--- src/rtl/vga_fb_arbiter_if.sv ---
// Bundles the timing-generator, CPU and video-BRAM signals around the frame-buffer arbiter.
// slave = arbiter side; master = timing generator, CPU and BRAM side.
interface vga_fb_arbiter_if #(
  parameter int ADDR_W = 14,
  parameter int DATA_W = 32
);
  logic              newline;
  logic              ve;
  logic [9:0]        x;
  logic [9:0]        y;
  logic              pixel;
  logic              underrun;
  logic              cpu_req;
  logic              cpu_we;
  logic [ADDR_W-1:0] cpu_addr;
  logic [DATA_W-1:0] cpu_wdata;
  logic              cpu_ack;
  logic [DATA_W-1:0] cpu_rdata;
  logic              mem_en;
  logic              mem_we;
  logic [ADDR_W-1:0] mem_addr;
  logic [DATA_W-1:0] mem_wdata;
  logic [DATA_W-1:0] mem_rdata;

  modport slave (
    input  newline, ve, x, y, cpu_req, cpu_we, cpu_addr, cpu_wdata, mem_rdata,
    output pixel, underrun, cpu_ack, cpu_rdata, mem_en, mem_we, mem_addr, mem_wdata
  );

  modport master (
    output newline, ve, x, y, cpu_req, cpu_we, cpu_addr, cpu_wdata, mem_rdata,
    input  pixel, underrun, cpu_ack, cpu_rdata, mem_en, mem_we, mem_addr, mem_wdata
  );
endinterface

--- src/rtl/vga_fb_arbiter.sv ---
// Shares a single-port video BRAM: per-line prefetch into a line buffer (LINE_WORDS+1 cycles), CPU otherwise.
// Pixel out 1 cycle after x; CPU access 2 cycles when idle, held off by at most one line fetch (LINE_WORDS+4).
module vga_fb_arbiter #(
  parameter int ADDR_W     = 14,
  parameter int DATA_W     = 32,
  parameter int LINE_WORDS = 20,
  parameter int V_ACTIVE   = 480,
  parameter int FB_BASE    = 0
) (
  input  logic                clk_p,
  input  logic                rst,
  vga_fb_arbiter_if.slave     bus
);
  localparam int IW = (LINE_WORDS > 1) ? $clog2(LINE_WORDS) : 1;

  typedef enum logic [2:0] {IDLE, FETCH, DRAIN, CPU_ISSUE, CPU_ACK} state_t;

  state_t            state_q, state_d;
  logic              fetch_pending_q, fetch_pending_d;
  logic [9:0]        fetch_line_q, fetch_line_d;
  logic [IW-1:0]     i_q, i_d;
  logic              cap_vld_q, cap_vld_d;
  logic [IW-1:0]     cap_idx_q, cap_idx_d;
  logic              mem_en_q, mem_en_d;
  logic              mem_we_q, mem_we_d;
  logic [ADDR_W-1:0] mem_addr_q, mem_addr_d;
  logic [DATA_W-1:0] mem_wdata_q, mem_wdata_d;
  logic              cpu_ack_q, cpu_ack_d;
  logic              acc_we_q, acc_we_d;
  logic [DATA_W-1:0] rdata_q, rdata_d;
  logic              pixel_q, pixel_d;
  logic              underrun_q, underrun_d;

  logic [DATA_W-1:0] linebuf [LINE_WORDS];
  logic [DATA_W-1:0] rd_word;
  logic              trigger;

  function automatic logic [ADDR_W-1:0] line_addr(input logic [9:0] line);
    return ADDR_W'(FB_BASE) + ADDR_W'(line) * ADDR_W'(LINE_WORDS);
  endfunction

  always_comb begin
    state_d         = state_q;
    i_d             = i_q;
    cap_vld_d       = 1'b0;
    cap_idx_d       = cap_idx_q;
    mem_en_d        = 1'b0;
    mem_we_d        = 1'b0;
    mem_addr_d      = mem_addr_q;
    mem_wdata_d     = mem_wdata_q;
    cpu_ack_d       = 1'b0;
    acc_we_d        = acc_we_q;
    rdata_d         = rdata_q;

    trigger         = bus.newline && (bus.y < 10'(V_ACTIVE));
    fetch_line_d    = trigger ? bus.y : fetch_line_q;
    // A trigger in an idle cycle is granted immediately so the first read lands one cycle after newline.
    fetch_pending_d = fetch_pending_q | trigger;

    case (state_q)
      IDLE: begin
        if (fetch_pending_d) begin
          state_d         = FETCH;
          fetch_pending_d = 1'b0;
          i_d             = '0;
          mem_en_d        = 1'b1;
          mem_addr_d      = line_addr(fetch_line_d);
        end else if (bus.cpu_req) begin
          state_d     = CPU_ISSUE;
          mem_en_d    = 1'b1;
          mem_we_d    = bus.cpu_we;
          mem_addr_d  = bus.cpu_addr;
          mem_wdata_d = bus.cpu_wdata;
          acc_we_d    = bus.cpu_we;
        end
      end
      FETCH: begin
        cap_vld_d = 1'b1;
        cap_idx_d = i_q;
        if (i_q == IW'(LINE_WORDS - 1)) begin
          state_d = DRAIN;
        end else begin
          i_d        = i_q + 1'b1;
          mem_en_d   = 1'b1;
          mem_addr_d = mem_addr_q + 1'b1;
        end
      end
      DRAIN: state_d = IDLE;
      CPU_ISSUE: begin
        state_d   = CPU_ACK;
        cpu_ack_d = 1'b1;
      end
      CPU_ACK: begin
        state_d = IDLE;
        if (!acc_we_q) rdata_d = bus.mem_rdata;
      end
      default: state_d = IDLE;
    endcase

    underrun_d = underrun_q |
                 (bus.ve & ((state_q == FETCH) || (state_q == DRAIN) || fetch_pending_q));

    rd_word = '0;
    if (bus.x[9:5] < 5'(LINE_WORDS)) rd_word = linebuf[IW'(bus.x[9:5])];
    // Bit 31 of each word is the leftmost pixel of its 32-pixel span.
    pixel_d = bus.ve & rd_word[~bus.x[4:0]];
  end

  always_ff @(posedge clk_p or negedge rst) begin
    if (!rst) begin
      state_q         <= IDLE;
      fetch_pending_q <= 1'b0;
      fetch_line_q    <= '0;
      i_q             <= '0;
      cap_vld_q       <= 1'b0;
      cap_idx_q       <= '0;
      mem_en_q        <= 1'b0;
      mem_we_q        <= 1'b0;
      mem_addr_q      <= '0;
      mem_wdata_q     <= '0;
      cpu_ack_q       <= 1'b0;
      acc_we_q        <= 1'b0;
      rdata_q         <= '0;
      pixel_q         <= 1'b0;
      underrun_q      <= 1'b0;
    end else begin
      state_q         <= state_d;
      fetch_pending_q <= fetch_pending_d;
      fetch_line_q    <= fetch_line_d;
      i_q             <= i_d;
      cap_vld_q       <= cap_vld_d;
      cap_idx_q       <= cap_idx_d;
      mem_en_q        <= mem_en_d;
      mem_we_q        <= mem_we_d;
      mem_addr_q      <= mem_addr_d;
      mem_wdata_q     <= mem_wdata_d;
      cpu_ack_q       <= cpu_ack_d;
      acc_we_q        <= acc_we_d;
      rdata_q         <= rdata_d;
      pixel_q         <= pixel_d;
      underrun_q      <= underrun_d;
    end
  end

  always_ff @(posedge clk_p) begin
    if (cap_vld_q) linebuf[cap_idx_q] <= bus.mem_rdata;
  end

  assign bus.pixel     = pixel_q;
  assign bus.underrun  = underrun_q;
  assign bus.cpu_ack   = cpu_ack_q;
  // Read data is taken straight from the BRAM in the ack cycle and held afterwards.
  assign bus.cpu_rdata = (cpu_ack_q && !acc_we_q) ? bus.mem_rdata : rdata_q;
  assign bus.mem_en    = mem_en_q;
  assign bus.mem_we    = mem_we_q;
  assign bus.mem_addr  = mem_addr_q;
  assign bus.mem_wdata = mem_wdata_q;
endmodule

--- src/flat_wrapper.sv ---
// flat-port wrapper written by rule: the top's interface ports become plain ports
module vga_fb_arbiter_flat 
#(
  parameter int ADDR_W     = 14,
  parameter int DATA_W     = 32,
  parameter int LINE_WORDS = 20,
  parameter int V_ACTIVE   = 480,
  parameter int FB_BASE    = 0
)
  (clk_p, rst, bus_newline, bus_ve, bus_x, bus_y, bus_cpu_req, bus_cpu_we, bus_cpu_addr, bus_cpu_wdata, bus_mem_rdata, bus_pixel, bus_underrun, bus_cpu_ack, bus_cpu_rdata, bus_mem_en, bus_mem_we, bus_mem_addr, bus_mem_wdata);
  vga_fb_arbiter_if #(.ADDR_W(ADDR_W), .DATA_W(DATA_W)) bus_i ();
  input  logic clk_p;
  input  logic rst;
  input wire logic [$bits(bus_i.newline)-1:0] bus_newline;
  input wire logic [$bits(bus_i.ve)-1:0] bus_ve;
  input wire logic [$bits(bus_i.x)-1:0] bus_x;
  input wire logic [$bits(bus_i.y)-1:0] bus_y;
  input wire logic [$bits(bus_i.cpu_req)-1:0] bus_cpu_req;
  input wire logic [$bits(bus_i.cpu_we)-1:0] bus_cpu_we;
  input wire logic [$bits(bus_i.cpu_addr)-1:0] bus_cpu_addr;
  input wire logic [$bits(bus_i.cpu_wdata)-1:0] bus_cpu_wdata;
  input wire logic [$bits(bus_i.mem_rdata)-1:0] bus_mem_rdata;
  output wire logic [$bits(bus_i.pixel)-1:0] bus_pixel;
  output wire logic [$bits(bus_i.underrun)-1:0] bus_underrun;
  output wire logic [$bits(bus_i.cpu_ack)-1:0] bus_cpu_ack;
  output wire logic [$bits(bus_i.cpu_rdata)-1:0] bus_cpu_rdata;
  output wire logic [$bits(bus_i.mem_en)-1:0] bus_mem_en;
  output wire logic [$bits(bus_i.mem_we)-1:0] bus_mem_we;
  output wire logic [$bits(bus_i.mem_addr)-1:0] bus_mem_addr;
  output wire logic [$bits(bus_i.mem_wdata)-1:0] bus_mem_wdata;
  assign bus_i.newline = bus_newline;
  assign bus_i.ve = bus_ve;
  assign bus_i.x = bus_x;
  assign bus_i.y = bus_y;
  assign bus_i.cpu_req = bus_cpu_req;
  assign bus_i.cpu_we = bus_cpu_we;
  assign bus_i.cpu_addr = bus_cpu_addr;
  assign bus_i.cpu_wdata = bus_cpu_wdata;
  assign bus_i.mem_rdata = bus_mem_rdata;
  assign bus_pixel = bus_i.pixel;
  assign bus_underrun = bus_i.underrun;
  assign bus_cpu_ack = bus_i.cpu_ack;
  assign bus_cpu_rdata = bus_i.cpu_rdata;
  assign bus_mem_en = bus_i.mem_en;
  assign bus_mem_we = bus_i.mem_we;
  assign bus_mem_addr = bus_i.mem_addr;
  assign bus_mem_wdata = bus_i.mem_wdata;
  vga_fb_arbiter #(.ADDR_W(ADDR_W), .DATA_W(DATA_W), .LINE_WORDS(LINE_WORDS), .V_ACTIVE(V_ACTIVE), .FB_BASE(FB_BASE)) u_core (.clk_p(clk_p), .rst(rst), .bus(bus_i));
endmodule
--- config.mk ---
export PLATFORM = sky130hd
export DESIGN_NAME = vga_fb_arbiter_flat
export DESIGN_NICKNAME = d
export VERILOG_FILES = /design/src/rtl/vga_fb_arbiter_if.sv /design/src/rtl/vga_fb_arbiter.sv /design/src/flat_wrapper.sv
export SDC_FILE = /design/constraint.sdc
export NUM_CORES = 1
export LEC_CHECK = 0
export ABC_AREA = 0
export CAP_MARGIN = 5
export CORE_MARGIN = 1
export CORE_UTILIZATION = 59
export DETAILED_ROUTE_END_ITERATION = 12
export PLACE_DENSITY_LB_ADDON = 0.1
export SYNTH_ARGS = -nofsm -noshare
export SYNTH_HDL_FRONTEND = slang
export SYNTH_SLANG_ARGS = --single-unit
export TNS_END_PERCENT = 1
--- constraint.sdc ---
create_clock -name clk_p -period 3 [get_ports clk_p]
set_clock_uncertainty 0.05 [all_clocks]
set_input_delay 0.6 -clock clk_p [delete_from_list [all_inputs] [get_ports clk_p]]
set_output_delay 0.6 -clock clk_p [all_outputs]
set_load 0.01 [all_outputs]
==> impl_metrics.toml <==
[logic_synthesis]
synthCells = 1594
yosysWarnings = 0
synth_most_common_cell = "edfxtp_1"
synth_area_per_cell_um2 = 18.8
ys_seq_elements = 749
ys_types = 61
synth-edff-count = 640
yosysTopAreaCell = "edfxtp_1"
synthTopCellsByCount = "edfxtp_1 (640), mux2i_1 (116), mux2_2 (111), dfrtp_1 (109), mux4_2 (109)"
synthFlopType = "edfxtp_1"
syn_area_um2 = 30000
ys_top_cells_by_area = "edfxtp_1 (64%), dfrtp_1 (9.1%), mux4_2 (8.2%)"
syn_nets = 1715
synthArstFlopShare = 0.146
synth.yosys.seq_area_share = 0.732
synth_top_cell_area_share = 0.641

[floorplanning]
start_util = 0.598
core_area_um2 = 50200
die_y_um = 227
fp-row-count = 82
ioPinCount = 187
die_width_um = 227
dieArea_um2 = 51700

[setup_path]
critical_path_arrival_ns = 3.39
critical_path_class = "in2reg"
end_kind = "register"
crit_required_ns = 3.46
worst_setup_path_start_kind = "primary input"
crit_fanout = 6

[pwr]
peakVddDrop_mv = 0.676
p_leak_nw = 13.3
p_per_area_nw_per_um2 = 761
power_w = 0.0281

[clock_network]
cts_buffers = 76
cts_tree = "built"
clkLatencyLatePin_ns = 0.60
htreeDepth = 3
cts.root.buffer_cell = "clkbuf_16"
clk_pin_slew_ns = 0.06
clkSinkCount = 749
cts.path.max_buffers = 3

[layout]
fin_area_um2 = 36900
n_antenna_cell = 0
nFillCells = 3034
multi_input_area_um2 = 7720
drive_gt1_frac = 0.285
post-route-util = 0.736
final_cells = 2712
final-seq-area_um2 = 21900
syn2layout_area_growth_pct = 23.1
layout.nets = 2097

[timing]
relSlewSlack = 0.513
final.min_clock_period_ns = 2.94
final.setup.worst_slack_ns = 0.0621
worstMarginPinSlew_ns = 0.725
hold_violations = 0
setup_viol = 0
fin_crit_sh = 0.979
slew_viol_final = 0
rsz0062_at_grt = "true"
clock.fmax_ghz = 0.340

[place]
pre_cts_ws_ns = -0.710
dp.cells = 2567
placed_area_um2 = 34300
io_buffer_count = 186
routabilityCongestion = 0.844
dpl.hpwl_mm = 44.7

[drt]
vias = 16776
first_pass_iters = 5
ant_nets = 0
drtIter0Drc = 1547
routed_wirelength_mm = 71.2
route.detailed.drc = 0
avgViaCountPerCell = 6.19
wire_per_inst_um = 26.3

[global_route]
grt_pass1_wl_mm = 106
grt_usage = 0.284
grt_max_degree = 42
grt_overflow_total = 0
first_global_vias = 17163
grt_antenna_before_repair = 0

[min_path]
hold_path_class = "in2reg"

[outcome]
status = "finished clean"

[job]
drv_cap = 0
routing by layer:
metal	track usage	wire length (um)
met3	0.0470	5050
met5	0	0
met2	0.477	36000
met4	0.0753	1370
met1	0.389	28800
cells by family after synthesis:
kind of cell	Yosys count	share of synthesized area
AO/OA/AOI/OAI	190	0.0416
multiplexers	340	0.166
flip-flops	749	0.732
AND/OR/NAND/NOR	187	0.0309
buffers and inverters	101	0.0197
XOR/XNOR	10	0.00292
adder cells (fa/ha/maj)	17	0.00734
path summary, 6_finish.rpt:
check                                startpoint                        to  slack [ns]  cells after the start
setup / recovery                       bus_x[8]          u_core.bus.pixel        0.06                     11
min in group asynchronous                   rst  u_core.bus.mem_wdata[18]        0.48                      2
setup reg to reg           u_core.linebuf[8][2]          u_core.bus.pixel        0.27                      8
max in group asynchronous                   rst         u_core.rdata_q[4]        1.77                      3
hold / removal                         bus_y[7]    u_core.fetch_line_q[7]        0.39                      3
hold reg to reg             u_core.bus.underrun       u_core.bus.underrun        0.44                      1
layout by cell type (no fill, tap or decap), types with 8 or more instances in the layout:
master / count
a2111oi_0: 8
a21oi_1: 48
a22o_1: 10
a22oi_1: 13
a31oi_1: 8
buf_12: 33
buf_4: 170
clkbuf_1: 23
clkbuf_16: 77
clkdlybuf4s50_1: 153
clkinv_1: 11
clkinv_2: 8
dfrtp_1: 109
dlymetal6s2s_1: 28
edfxtp_1: 640
ha_1: 12
inv_1: 13
mux2_2: 108
mux2i_1: 115
mux4_2: 109
nand2_1: 50
nand3_1: 16
nor2_1: 30
nor2_4: 20
nor3_1: 12
o21ai_0: 19
o221ai_1: 11
o22ai_1: 39
sequential cells by signal, indices dropped and copies added, names as in the netlist, 3 cells and up:
signal                flops
u_core.linebuf          640
u_core.fetch_line_q      10
u_core.bus.mem_wdata     32
u_core.cap_idx_q          5
u_core.i_q                5
u_core.rdata_q           32
u_core.bus.mem_addr      14
u_core.state_q            3
where the power goes:
group | switching [W] | internal, W | leakage (nW) | total [W]
Sequential | 0.000553 | 0.0125 | 7.09 | 0.0131
Clock | 0.00384 | 0.00549 | 1.20 | 0.00933
Combinational | 0.00284 | 0.00285 | 5.00 | 0.00570
stage by stage:
stage	setup TNS [ns]	hold slack, ns
global placement	-5.09	0.403
global route	-0.00704	0.400
detailed placement	-5.32	0.405
finish	0	0.390
floorplan	-0.162	0.254
CTS	-0.0819	0.433
critical path: stages:
cell	delay, ns
clkdlybuf4s50_1	0.54
buf_4	0.16
buf_4	0.14
nor2b_2	0.23
a22o_1	0.17
nor4_1	0.05
or4_1	0.41
a21oi_1	0.15
a211oi_1	0.08
or4_1	0.57
nor4_1	0.30
layout make-up:
cell class                      instances  area share
Timing Repair Buffer                  390       0.105
Sequential cell                       749       0.594
Tap cell                              672      0.0228
Multi-Input combinational cell        744       0.209
Clock inverter                         37      0.0106
Inverter                               15     0.00152
Clock buffer                          105      0.0564
what timing repair did:
action / in CTS / in global routing
pin swaps: 1 / 17
buffers inserted: 0 / 2
endpoints found under the hold margin: 38 / 0
hold buffers: 1 / 0
endpoints found under the setup margin: 7 / 29
gates resized for setup: 5 / 37
No activity file was read; power rests on OpenSTA's default activity.
